<file path="src/rtl/stencil_stream_pkg.sv">
// ============================================================================
// Module  : stencil_stream_pkg
// Purpose : Shared defaults, FSM state encoding and width helpers for the
//           stencil input streamer.
// Rev     : 1.0  initial release
// ============================================================================
`default_nettype none

package stencil_stream_pkg;

    localparam int DATA_W_DEFAULT = 16;

    typedef enum logic [1:0] {
        ST_IDLE   = 2'd0,
        ST_PRIME  = 2'd1,
        ST_STREAM = 2'd2
    } state_e;

    // Occupancy counters need one extra bit so that "full" is representable.
    function automatic int count_width(input int depth);
        return $clog2(depth) + 1;
    endfunction

    function automatic int index_width(input int n);
        return (n > 1) ? $clog2(n) : 1;
    endfunction

endpackage

`default_nettype wire

</file>
<file path="src/rtl/stencil_sync_fifo.sv">
// ============================================================================
// Module  : stencil_sync_fifo
// Purpose : Single-clock first-word-fall-through FIFO with occupancy output.
// Rev     : 1.0  initial release
// ============================================================================
`default_nettype none

module stencil_sync_fifo
    import stencil_stream_pkg::*;
#(
    parameter int DATA_W = DATA_W_DEFAULT,
    parameter int DEPTH  = 16
) (
    input  logic                          clk,
    input  logic                          rst_n,
    input  logic                          clr_i,
    input  logic                          push_i,
    input  logic [DATA_W-1:0]             wdata_i,
    input  logic                          pop_i,
    output logic [DATA_W-1:0]             rdata_o,
    output logic [count_width(DEPTH)-1:0] count_o
);

    localparam int PTR_W = index_width(DEPTH);
    localparam int CNT_W = count_width(DEPTH);

    logic [DATA_W-1:0] mem_q [DEPTH];
    logic [PTR_W-1:0]  wr_ptr_q;
    logic [PTR_W-1:0]  rd_ptr_q;
    logic [CNT_W-1:0]  count_q;

    // Caller guarantees push only when not full and pop only when not empty.
    always_ff @(posedge clk) begin
        if (!rst_n || clr_i) begin
            wr_ptr_q <= '0;
            rd_ptr_q <= '0;
            count_q  <= '0;
        end else begin
            if (push_i) begin
                wr_ptr_q <= wr_ptr_q + PTR_W'(1);
            end
            if (pop_i) begin
                rd_ptr_q <= rd_ptr_q + PTR_W'(1);
            end
            count_q <= count_q + CNT_W'(push_i) - CNT_W'(pop_i);
        end
    end

    always_ff @(posedge clk) begin
        if (push_i) begin
            mem_q[wr_ptr_q] <= wdata_i;
        end
    end

    assign rdata_o = mem_q[rd_ptr_q];
    assign count_o = count_q;

endmodule

`default_nettype wire

</file>
<file path="src/rtl/stencil_input_streamer.sv">
// ============================================================================
// Module  : stencil_input_streamer
// Purpose : Host-to-accelerator pixel streamer with priming FSM, frame counter
//           and sticky underflow flag. INPUT_STREAMER_CHECKSUM_EN adds a
//           per-frame wrapping checksum of served words.
// Rev     : 1.0  initial release
// ============================================================================
`default_nettype none

module stencil_input_streamer
    import stencil_stream_pkg::*;
#(
    parameter int DATA_W       = DATA_W_DEFAULT,
    parameter int DEPTH        = 16,
    parameter int PRIME_LEVEL  = 8,
    parameter int FRAME_PIXELS = 4096
) (
    input  logic                            clk,
    input  logic                            rst_n,
    input  logic                            flush,
    input  logic                            in_valid,
    input  logic [DATA_W-1:0]               in_data,
    output logic                            in_ready,
    input  logic                            read_en,
    output logic [DATA_W-1:0]               read_data,
    output logic                            primed,
    output logic                            frame_done,
    output logic                            underflow,
    output logic [$clog2(FRAME_PIXELS)-1:0] pixel_count
`ifdef INPUT_STREAMER_CHECKSUM_EN
    ,
    output logic [DATA_W-1:0]               checksum,
    output logic [DATA_W-1:0]               checksum_last
`endif
);

    localparam int                CNT_W    = count_width(DEPTH);
    localparam int                PIX_W    = $clog2(FRAME_PIXELS);
    localparam logic [PIX_W-1:0]  LAST_PIX = PIX_W'(FRAME_PIXELS - 1);

    state_e            state_q;
    state_e            state_d;
    logic [PIX_W-1:0]  pixel_count_q;
    logic              frame_done_q;
    logic              underflow_q;
    logic [DATA_W-1:0] last_word_q;

    logic [CNT_W-1:0]  w_fifo_count;
    logic [DATA_W-1:0] w_fifo_head;
    logic              w_empty;
    logic              w_push;
    logic              w_pop;
    logic              w_frame_end;

    assign w_empty     = (w_fifo_count == '0);
    assign in_ready    = (w_fifo_count != CNT_W'(DEPTH));
    assign w_push      = in_valid && in_ready;
    assign w_pop       = read_en && !w_empty;
    assign w_frame_end = read_en && (pixel_count_q == LAST_PIX);

    stencil_sync_fifo #(
        .DATA_W (DATA_W),
        .DEPTH  (DEPTH)
    ) u_fifo (
        .clk     (clk),
        .rst_n   (rst_n),
        .clr_i   (flush),
        .push_i  (w_push),
        .wdata_i (in_data),
        .pop_i   (w_pop),
        .rdata_o (w_fifo_head),
        .count_o (w_fifo_count)
    );

    always_comb begin
        state_d = state_q;
        case (state_q)
            ST_IDLE:   if (w_push)                                state_d = ST_PRIME;
            ST_PRIME:  if (w_fifo_count >= CNT_W'(PRIME_LEVEL))   state_d = ST_STREAM;
            ST_STREAM: if (w_frame_end)                           state_d = ST_IDLE;
            default:                                              state_d = ST_IDLE;
        endcase
    end

    // An empty-FIFO read still consumes an accelerator cycle, so the frame
    // counter advances on every read_en, not only on real pops.
    always_ff @(posedge clk) begin
        if (!rst_n || flush) begin
            state_q       <= ST_IDLE;
            pixel_count_q <= '0;
            frame_done_q  <= 1'b0;
            underflow_q   <= 1'b0;
            last_word_q   <= '0;
        end else begin
            state_q      <= state_d;
            frame_done_q <= w_frame_end;
            if (read_en) begin
                pixel_count_q <= w_frame_end ? '0 : pixel_count_q + PIX_W'(1);
            end
            if (read_en && w_empty) begin
                underflow_q <= 1'b1;
            end
            if (w_pop) begin
                last_word_q <= w_fifo_head;
            end
        end
    end

    assign read_data   = w_empty ? last_word_q : w_fifo_head;
    assign primed      = (state_q == ST_STREAM);
    assign frame_done  = frame_done_q;
    assign underflow   = underflow_q;
    assign pixel_count = pixel_count_q;

`ifdef INPUT_STREAMER_CHECKSUM_EN
    logic [DATA_W-1:0] checksum_q;
    logic [DATA_W-1:0] checksum_last_q;
    logic [DATA_W-1:0] w_sum_next;

    assign w_sum_next = checksum_q + (w_pop ? w_fifo_head : '0);

    always_ff @(posedge clk) begin
        if (!rst_n || flush) begin
            checksum_q      <= '0;
            checksum_last_q <= '0;
        end else if (w_frame_end) begin
            checksum_q      <= '0;
            checksum_last_q <= w_sum_next;
        end else begin
            checksum_q      <= w_sum_next;
        end
    end

    assign checksum      = checksum_q;
    assign checksum_last = checksum_last_q;
`endif

endmodule

`default_nettype wire

</file>
<file path="config.mk">
export PLATFORM = sky130hd
export DESIGN_NAME = stencil_input_streamer
export DESIGN_NICKNAME = d
export VERILOG_FILES = /design/src/rtl/stencil_stream_pkg.sv /design/src/rtl/stencil_sync_fifo.sv /design/src/rtl/stencil_input_streamer.sv
export SDC_FILE = /design/constraint.sdc
export NUM_CORES = 1
export LEC_CHECK = 0
export BUFFER_PORTS_ARGS = -buffer_cell sky130_fd_sc_hd__buf_2
export CAP_MARGIN = 30
export CORE_MARGIN = 4
export CORE_UTILIZATION = 50
export DETAILED_ROUTE_END_ITERATION = 10
export PLACE_DENSITY = 0.66
export SKIP_CTS_REPAIR_TIMING = 1
export SLEW_MARGIN = 20
export SYNTH_ARGS = -nofsm -noshare
export SYNTH_HDL_FRONTEND = slang
export SYNTH_SLANG_ARGS = --single-unit
</file>
<file path="constraint.sdc">
create_clock -name clk -period 3.3 [get_ports clk]
set_clock_uncertainty 0.2 [all_clocks]
set_input_delay 0.66 -clock clk [delete_from_list [all_inputs] [get_ports clk]]
set_output_delay 0.66 -clock clk [all_outputs]
set_load 0.01 [all_outputs]
</file>
==> results.md, run 1 <==
- Final period util: 1.002
- Cell internal pwr: 6.907 mW
- P_sw: 2.387 mW
- Post-placement cell area: 13030 sq um
- Gate power share: 0.175
- Largest net degree at the start of global routing: 43
- Worst Path Arrival: 2.45 ns
- Avg Inst Size Synth: 16.77 sq um
- Fin util: 0.5926
- H-tree levels: 1
- Tmin final: 3.308 ns
- Reg clk slew, reported paths: 0.06 ns
- Initial Utilization: 0.5069
- Final Hold Vio Count: 0
- Syn nets: 769
- RSZ-0062 raised after global routing: yes
- Primary FF master, synth: edfxtp_1
- Critical setup path kind: reg -> out
- Max FO, Critical Path: 8
- Power Density: 646.8 nW/um^2
- Pwr Total: 9.294 mW
- Die span in y: 164.8 microns
- Post-DP HPWL: 16200 microns
- Synth warnings: 0
- Fin Setup TNS: -0.007824 ns
- Fmax: 302.3 MHz
- #FFs+latches synth: 305
- Cells after DPL: 1108
- Worst Tran Pin Value: 0.8150 ns
- Count of final setup violators: 1
- Number of inserted diodes: 0
- Boundary pin count: 53
- Post-Route WL: 26730 microns
- DIE WIDTH: 164.8 microns
- Total gr overflow: 0
- Clk root buf: clkbuf_16
- CTS buffer count: 31
- Cell count after synthesis: 733
- Worst hold path type: in -> reg
- Number of global-route vias before repair: 6813
- Core area: 24250 sq um
- Row count: 57
- Switch share: 0.2568
- Peak supply drop: 0.0004313 V
- Post-synthesis cell area: 12290 sq um
- Fraction of registers with async set/reset: 0
- Final-stage net count: 885
- Failing checks: negative setup slack
- Fin Hold WS: 0.2131 ns
- Number of synthesized flops with an enable pin: 256
- GPL Wtd Cong: 0.8224
- Design area: 14370 sq um
- Max Cap Viol: 0
- Wirelength per Cell: 22.35 microns
- Count of cell types in the netlist: 47
- Die Area: 27160 sq um
- Sequential power share: 0.469
- Vias/cell: 5.691
- Clk Latency, worst-skew pair: 0.54 ns
- Leakage power: 4.774 nW
- Final worst slack: -0.007824 ns
- Required time of the critical path: 2.44 ns
- Fill cells: 1798
- Register area share after synthesis: 0.7052
- CTS sink cnt: 305
- Layout cells sized above 1: 0.3177
- Initial antenna violation count: 0
- CP startpoint kind: register
- DRC viols: 0
- Detailed Routing Iterations Pass 1: 5
- Final Non-Filler Cells: 1196
- Synth-to-Final Area Change: 16.90%
- DRT antenna net count: 0
- Clk buf depth: 3
- First-pass GRT wire length: 40100 microns
- Total global-route track usage: 0.1955
- Pre-CTS setup slack: 0.3419 ns
- Clk pwr share: 0.356
- Starting DRC count in detailed routing: 573
- Total number of vias: 6806
- Status: finished with violations
- CTS tree: built
- Port Buffers: 52
- Final Slew Violations: 0
- Setup crit end kind: output port
- Normalized max-slew margin: 0.4567
## routing by layer
metal | vias to the layer above | track usage | wire [microns]
met1 | 3439 | 0.2813 | 11450
met4 | 0 | 0.04499 | 553
met2 | 252 | 0.3194 | 13080
met5 | - | 0 | 0
li1 | 3067 | - | -
met3 | 48 | 0.02945 | 1650
## flip-flops by register name, indices dropped and copies added (netlist names), named ones only
name             cells
frame_done           1
state_q              2
u_fifo.mem_q       256
pixel_count         12
last_word_q         16
u_fifo.rd_ptr_q      4
u_fifo.wr_ptr_q      4
underflow            1
u_fifo.count_o       5
## critical path, stage by stage, from the launching register on
cell and delay [ns]:
dfxtp_4 0.39, buf_12 0.15, buf_4 0.12, mux4_2 0.49, mux2i_1 0.20, nor2_1 0.08, a21oi_2 0.24, o21ai_1 0.09
buf_2 0.15
## power groups by stage
stage	logic (mW)	registers [mW]	clock network [mW]
CTS	1.53	4.36	3.37
detailed placement	1.53	4.44	0
global route	1.80	4.37	3.53
global placement	1.47	4.43	0
floorplan	1.04	4.42	0
finish	1.63	4.36	3.31
## cell usage after synthesis (2+ instances only)
cell type,n,area share
buf_12,3,0.0049
mux2_2,29,0.027
xnor2_1,5,0.0036
inv_1,17,0.0052
buf_6,6,0.0055
nand2_1,36,0.011
a22oi_1,2,0.0012
nand2b_1,2,0.0010
a21oi_2,12,0.0086
mux4_2,36,0.066
edfxtp_1,256,0.63
clkbuf_1,10,0.0031
a221oi_1,2,0.0014
and2_1,9,0.0046
a21oi_1,23,0.0094
nor2b_1,5,0.0025
o21ai_1,15,0.0061
o22ai_1,18,0.0092
or3_1,2,0.0010
nor2_1,43,0.013
nor3_1,3,0.0012
ha_1,14,0.014
xor2_1,11,0.0078
dfxtp_1,49,0.080
buf_1,3,0.00092
nand3_1,5,0.0020
nor4_1,4,0.0020
buf_4,4,0.0024
mux2i_1,43,0.035
buf_8,2,0.0024
nand4_1,7,0.0036
buf_2,10,0.0041
a221oi_2,12,0.015
and3_1,4,0.0020
o21ai_0,19,0.0077
## final cells by class
type / instances / area (sq um) / area share
multi-input combinational: 371 / 3342 / 0.2326
clock inverter: 18 / 158.9 / 0.01106
tap: 324 / 405.4 / 0.02821
clock buffer: 38 / 802.0 / 0.05582
timing repair buffer: 122 / 912.1 / 0.06348
inverter: 18 / 67.56 / 0.004702
sequential: 305 / 8681 / 0.6041
## kinds of logic (layout without fill, tap and decap cells)
logic type,count (synthesis),after routing,synth area share
AO/OA/AOI/OAI,108,108,0.06260
flip-flops,305,305,0.7052
XOR/XNOR,16,16,0.01140
adder cells (fa/ha/maj),15,15,0.01588
AND/OR/NAND/NOR,124,124,0.04794
buffers and inverters,57,196,0.02942
multiplexers,108,108,0.1275
## final timing paths
path / start / end / slack (ns) / cells past startpoint
worst max-delay path: register / read_data[15] / -0.008 / 8
worst min-delay path: read_en / pixel_count[1] / 0.21 / 2
worst max register to register: u_fifo.count_o[2] / u_fifo.count_o[4] / 0.38 / 14
worst min register to register: state_q[1] / state_q[0] / 0.24 / 1
## layout by cell type (no fill, tap or decap), types with 19 or more instances in the layout
master	count
edfxtp_1	256
mux2_2	29
mux2i_1	38
a21oi_1	21
buf_4	61
dfxtp_1	45
nand2_1	36
buf_2	52
nor2_1	40
mux4_2	36
o21ai_0	19
clkbuf_16	34
(Power assumes the default switching activity.)
==> run 2, diff against run 1 <==
- BUFFER_PORTS_ARGS: -buffer_cell sky130_fd_sc_hd__buf_2 -> unset
- CELL_PAD_IN_SITES_DETAIL_PLACEMENT: unset -> 0
- CELL_PAD_IN_SITES_GLOBAL_PLACEMENT: unset -> 1
- CORE_UTILIZATION: 50 -> 49
- DONT_BUFFER_PORTS: unset -> 1
- PLACE_DENSITY: 0.66 -> 0.72
==> run 2 against run 1 <==
The run now ends clean. Via count shrank 4.1%. Clock power is 4% lower. Non-clock buffer count shrank 49. Flip-flop and latch count unchanged. Cell count down 4.4%. Total power down 2.8%. Critical path depth down 1. Highest routed layer unchanged.
==> results.md, run 2 (synthesis results as in run 1) <==
- Status: finished, final reports clean
- Boundary pin count: 53 (unchanged)
- Critical path's slowest cell: dfxtp_4
- Core area: 24530 sq um (+1.2%)
- Pwr Total: 9.037 mW (-2.8%)
- Commonest cells after routing, fill and taps aside: 256 x edfxtp_1, 49 x buf_4, 47 x dfxtp_1
- Final-stage net count: 835 (-5.6%)
- Gate power share: 0.166 (-0.009)
- Largest register by flop count: u_fifo.mem_q
- Min-delay src: in_data[1]
- Worst Path Arrival: 2.41 ns (-0.04 ns)
- CP startpoint kind: register
- Commonest non-fill, non-tap cell in the layout: edfxtp_1
- Largest register FFs: 256 (unchanged)
- Required time of the critical path: 2.44 ns (about the same)
- Clk Latency, worst-skew pair: 0.54 ns (about the same)
- Starting DRC count in detailed routing: 379 (-34%)
- Count of final setup violators: 0 (-1)
- GPL Wtd Cong: 0.7717 (-6.2%)
- Die span in y: 166.4 microns (+0.97%)
- Final Hold Vio Count: 0 (unchanged)
- Cells after DPL: 1064 (-4.0%)
- Normalized max-slew margin: 0.5059 (+0.04919)
- Switch share: 0.2534 (-0.003405)
- Initial antenna violation count: 0 (unchanged)
- Detailed Routing Iterations Pass 1: 5 (unchanged)
- Final Slew Violations: 0 (unchanged)
- Max Cap Viol: 0 (unchanged)
- Tmin final: 3.267 ns (-0.04052 ns)
- Final Non-Filler Cells: 1143 (-4.4%)
- Final period util: 0.9901 (-0.01228)
- Max FO, Critical Path: 13 (+5)
- Reg-to-Reg Start: u_fifo.count_o[2]
- H-tree levels: 1 (unchanged)
- Reg2Reg Depth: 14 (unchanged)
- DRT antenna net count: 0 (unchanged)
- Worst hold path type: in -> reg
- Fill cells: 1862 (+3.6%)
- Critical setup path kind: reg -> out
- Leakage power: 4.503 nW (-5.7%)
- Synth-to-Final Area Change: 14.75%
- Wirelength per Cell: 22.57 microns (+0.99%)
- Hold depth: 0 (-2)
- CTS sink cnt: 305 (unchanged)
- Clk root buf: clkbuf_16
- Vias/cell: 5.709 (+0.32%)
- CTS buffer count: 30 (-3.2%)
- Power Density: 640.7 nW/um^2 (-0.95%)
- Reg clk slew, reported paths: 0.06 ns (about the same)
- Port Buffers: 0 (-100%)
- Clk buf depth: 3 (unchanged)
- Peak supply drop: 0.0004539 V (+5.2%)
- First-pass GRT wire length: 38320 microns (-4.5%)
- Fin Hold WS: 0.01977 ns (-0.1933 ns)
- Layout cells sized above 1: 0.2540 (-0.06369)
- Fmax: 306.1 MHz (+1.2%)
- Number of global-route vias before repair: 6451 (-5.3%)
- DRC viols: 0 (unchanged)
- DIE WIDTH: 166.4 microns (+0.97%)
- CTS tree: built
- Setup crit end kind: output port
- Total gr overflow: 0 (unchanged)
- Number of inserted diodes: 0 (unchanged)
- P_sw: 2.290 mW (-4.1%)
- Worst Tran Pin Value: 0.7412 ns (-0.07379 ns)
- Cell Chain, Critical Path: buf_4 -> clkbuf_16 -> mux2_2 -> o22ai_1 -> a221oi_2 -> a21oi_2 -> o21ai_1
- Clk pwr share: 0.351 (-0.005)
- Row count: 57 (unchanged)
- Slowest stage delay, CP: 0.45 ns (-0.04 ns)
- Post-Route WL: 25800 microns (-3.5%)
- Die Area: 27680 sq um (+1.9%)
- Sequential power share: 0.482 (+0.013)
- Post-DP HPWL: 15950 microns (-1.5%)
- Total number of vias: 6525 (-4.1%)
- Total global-route track usage: 0.1791 (-0.01633)
- Largest net degree at the start of global routing: 37 (-14%)
- Cell internal pwr: 6.747 mW (-2.3%)
- Initial Utilization: 0.5010 (-0.005894)
run 2: per-stage QoR:
stage / setup TNS (ns) / util / area (sq um) / worst slack (ns)
after global placement: 0 / 0.5225 / 12820 / 0.4789
after global routing: -0.005054 / 0.5749 / 14100 / -0.002857
after floorplan: 0 / - / 12290 / 0.06222
after CTS: -0.4245 / 0.5599 / 13740 / -0.07266
final: 0 / 0.5749 / 14100 / 0.03269
after detailed placement: 0 / 0.5225 / 12820 / 0.3948
run 2: cell type report:
cell class	instances	area, sq um	area share
repair buffers	73	701.9	0.04976
flip-flops and latches	305	8673	0.6149
clock inverters	13	111.4	0.007895
clock buffers	39	805.8	0.05713
well taps	324	405.4	0.02874
inverters	18	67.56	0.004790
multi-input cells	371	3339	0.2368
run 2: worst paths after layout:
check,endpoint,slack (ns)
worst max register to register,u_fifo.count_o[4],0.40
worst min-delay path,u_fifo.mem_q[2][1],0.02
worst max-delay path,read_data[2],0.03
worst min register to register,state_q[0],0.24
run 2: power groups by stage:
stage	registers (mW)	clock network, mW	logic, mW
after floorplan	4.42	0	1.04
after detailed placement	4.44	0	1.44
after global placement	4.43	0	1.40
final	4.36	3.17	1.50
after global routing	4.37	3.41	1.66
after CTS	4.36	3.24	1.44
run 2: routing by layer:
layer | track usage | up-vias | wire length [microns]
met3 | 0.03618 | 29 | 1639
met2 | 0.2948 | 188 | 12550
met5 | 0 | - | 0
met1 | 0.2548 | 3344 | 11240
met4 | 0.03024 | 0 | 369
li1 | - | 2964 | -
run 2: critical path: cells and delay by family, from the launching register on:
family                 cells  cell delay (ns)
DFF                        1             0.45
AOI/OAI and AO/OA          4             0.74
buffers and inverters      2             0.33
muxes                      1             0.34
==> run 3, diff against run 2 <==
- RECOVER_POWER: unset -> 50
==> run 3 against run 2 <==
Total power barely moved. Worst setup slack got worse by 0.00061 ns. Count of clock-buffer cells in the layout did not move. Core utilization is the same. Routed wire length about the same. Critical endpoint unchanged.
==> results.md, run 3 (synthesis results as in run 1) <==
- Status: finished, final reports clean
- Clk root buf: clkbuf_16
- Grt met3 use: 0.03618 (unchanged)
- Worst Tran Pin Value: 0.7469 ns (+0.005697 ns)
- DRC viols: 0 (unchanged)
- Post-DP HPWL: 15950 microns (unchanged)
- Met1 Use GR: 0.2548 (unchanged)
- Max Cap Viol: 0 (unchanged)
- Total gr overflow: 0 (unchanged)
- Layout cells sized above 1: 0.2527 (-0.001221)
- Required time of the critical path: 2.44 ns (about the same)
- Reg clk slew, reported paths: 0.06 ns (about the same)
- CTS sink cnt: 305 (unchanged)
- Cells after DPL: 1064 (unchanged)
- Worst hold path type: in -> reg
- Grt peak-use layer: met2
- Gate power share: 0.166 (about the same)
- Crit Reg-Reg Endpoint: u_fifo.count_o[4]
- Clk pwr share: 0.351 (about the same)
- CP startpoint kind: register
- Port Buffers: 0 (unchanged)
- R2r setup slk: 0.31 ns (-0.09 ns)
- Count of final setup violators: 0 (unchanged)
- Multi-input gate area: 3339 sq um (unchanged)
- Final-stage net count: 835 (unchanged)
- Die Area: 27680 sq um (unchanged)
- Grt met2 use: 0.2948 (unchanged)
- Largest net degree at the start of global routing: 37 (unchanged)
- Max FO, Critical Path: 13 (unchanged)
- Detailed Routing Iterations Pass 1: 5 (unchanged)
- Cell internal pwr: 6.747 mW (about the same)
- Fmax: 306.0 MHz (about the same)
- Die span in y: 166.4 microns (unchanged)
- Final period util: 0.9903 (about the same)
- Initial antenna violation count: 0 (unchanged)
- Min-delay src: in_data[1]
- Sequential power share: 0.483 (about the same)
- Commonest cells after routing, fill and taps aside: 256 x edfxtp_1, 49 x buf_4, 47 x dfxtp_1
- Tmin final: 3.268 ns (+0.0006139 ns)
- Hold depth: 0 (unchanged)
- Worst Path Arrival: 2.41 ns (about the same)
- Fin Hold WS: 0.01988 ns (+0.0001084 ns)
- Number of inserted diodes: 0 (unchanged)
- GPL Wtd Cong: 0.7717 (unchanged)
- Starting DRC count in detailed routing: 379 (unchanged)
- Reg2Reg Depth: 14 (unchanged)
- Initial Utilization: 0.5010 (unchanged)
- Vias/cell: 5.714 (about the same)
- Final Hold Vio Count: 0 (unchanged)
- Leakage power: 4.504 nW (about the same)
- DRT antenna net count: 0 (unchanged)
- Fill cells: 1862 (unchanged)
- Number of global-route vias before repair: 6451 (unchanged)
- Setup crit end kind: output port
- Commonest non-fill, non-tap cell in the layout: edfxtp_1
- Clk Latency, worst-skew pair: 0.54 ns (about the same)
- Total number of vias: 6531 (+0.092%)
- Reg-to-Reg Start: u_fifo.count_o[2]
- Largest register FFs: 256 (unchanged)
- Critical setup path kind: reg -> out
- Clk buf depth: 3 (unchanged)
- Reg area: 8673 sq um (unchanged)
- Boundary pin count: 53 (unchanged)
- Switch share: 0.2533 (about the same)
- Final Slew Violations: 0 (unchanged)
- H-tree levels: 1 (unchanged)
- Power Density: 640.6 nW/um^2 (about the same)
- Final Non-Filler Cells: 1143 (unchanged)
- Normalized max-slew margin: 0.5021 (-0.003798)
- Synth-to-Final Area Change: 14.75% (unchanged)
- Peak supply drop: 0.0004537 V (about the same)
- DIE WIDTH: 166.4 microns (unchanged)
- Largest register by flop count: u_fifo.mem_q
- P_sw: 2.289 mW (about the same)
- Wirelength per Cell: 22.57 microns (about the same)
- Post-Route WL: 25790 microns (about the same)
- Total global-route track usage: 0.1791 (unchanged)
- CTS buffer count: 30 (unchanged)
- First-pass GRT wire length: 38320 microns (unchanged)
- Row count: 57 (unchanged)
- CTS tree: built
- Min-Delay Endpoint: u_fifo.mem_q[2][1]
- Core area: 24530 sq um (unchanged)
-- run 3: through the flow --
step | util | setup TNS [ns] | instance area [sq um] | power (mW) | worst slack, ns
global placement | 0.5225 | 0 | 12820 | 5.827 | 0.4789
detailed placement | 0.5225 | 0 | 12820 | 5.879 | 0.3948
global route | 0.5749 | -0.005054 | 14100 | 9.439 | -0.002857
floorplan | - | 0 | 12290 | 5.463 | 0.06222
CTS | 0.5599 | -0.4245 | 13740 | 9.040 | -0.07266
finish | 0.5749 | 0 | 14100 | 9.036 | 0.03208
-- run 3: cell type report --
type / count / share of cell area
well taps: 324 / 0.02874
repair buffers: 73 / 0.04976
flip-flops and latches: 305 / 0.6149
multi-input cells: 371 / 0.2368
inverters: 18 / 0.004790
clock inverters: 13 / 0.007895
clock buffers: 39 / 0.05713
-- run 3: critical path: stages, from the launching register on --
cell,delay (ns)
dfxtp_4,0.45
buf_4,0.16
clkbuf_16,0.17
mux2_2,0.34
o22ai_1,0.20
a221oi_2,0.06
a21oi_2,0.31
o21ai_1,0.17
-- run 3: worst max-delay path by stage --
stage                     slack, ns  startpoint                  to
after global placement         0.48    in_valid   u_fifo.count_o[4]
after CTS                     -0.07    register       read_data[11]
after detailed placement       0.39    in_valid   u_fifo.count_o[4]
final                          0.03    register        read_data[2]
after global routing         -0.003    register       read_data[11]
after floorplan                0.06    in_valid  u_fifo.mem_q[3][0]
-- run 3: metal layers --
layer / vias to the layer above / wire [microns] / part of all wire
li1: 2962 / - / -
met1: 3340 / 11300 / 0.44
met2: 200 / 12520 / 0.49
met3: 29 / 1597 / 0.062
met4: 0 / 369 / 0.014
met5: - / 0 / 0
-- run 3: power groups by stage --
| stage | Clock (mW) | Combinational [mW] | Sequential, mW |
|---|---|---|---|
| 3_5_place_dp | 0 | 1.44 | 4.44 |
| 3_3_place_gp | 0 | 1.40 | 4.43 |
| 5_1_grt | 3.41 | 1.66 | 4.37 |
| 4_1_cts | 3.24 | 1.44 | 4.36 |
| 2_1_floorplan | 0 | 1.04 | 4.42 |
| 6_report | 3.17 | 1.50 | 4.36 |
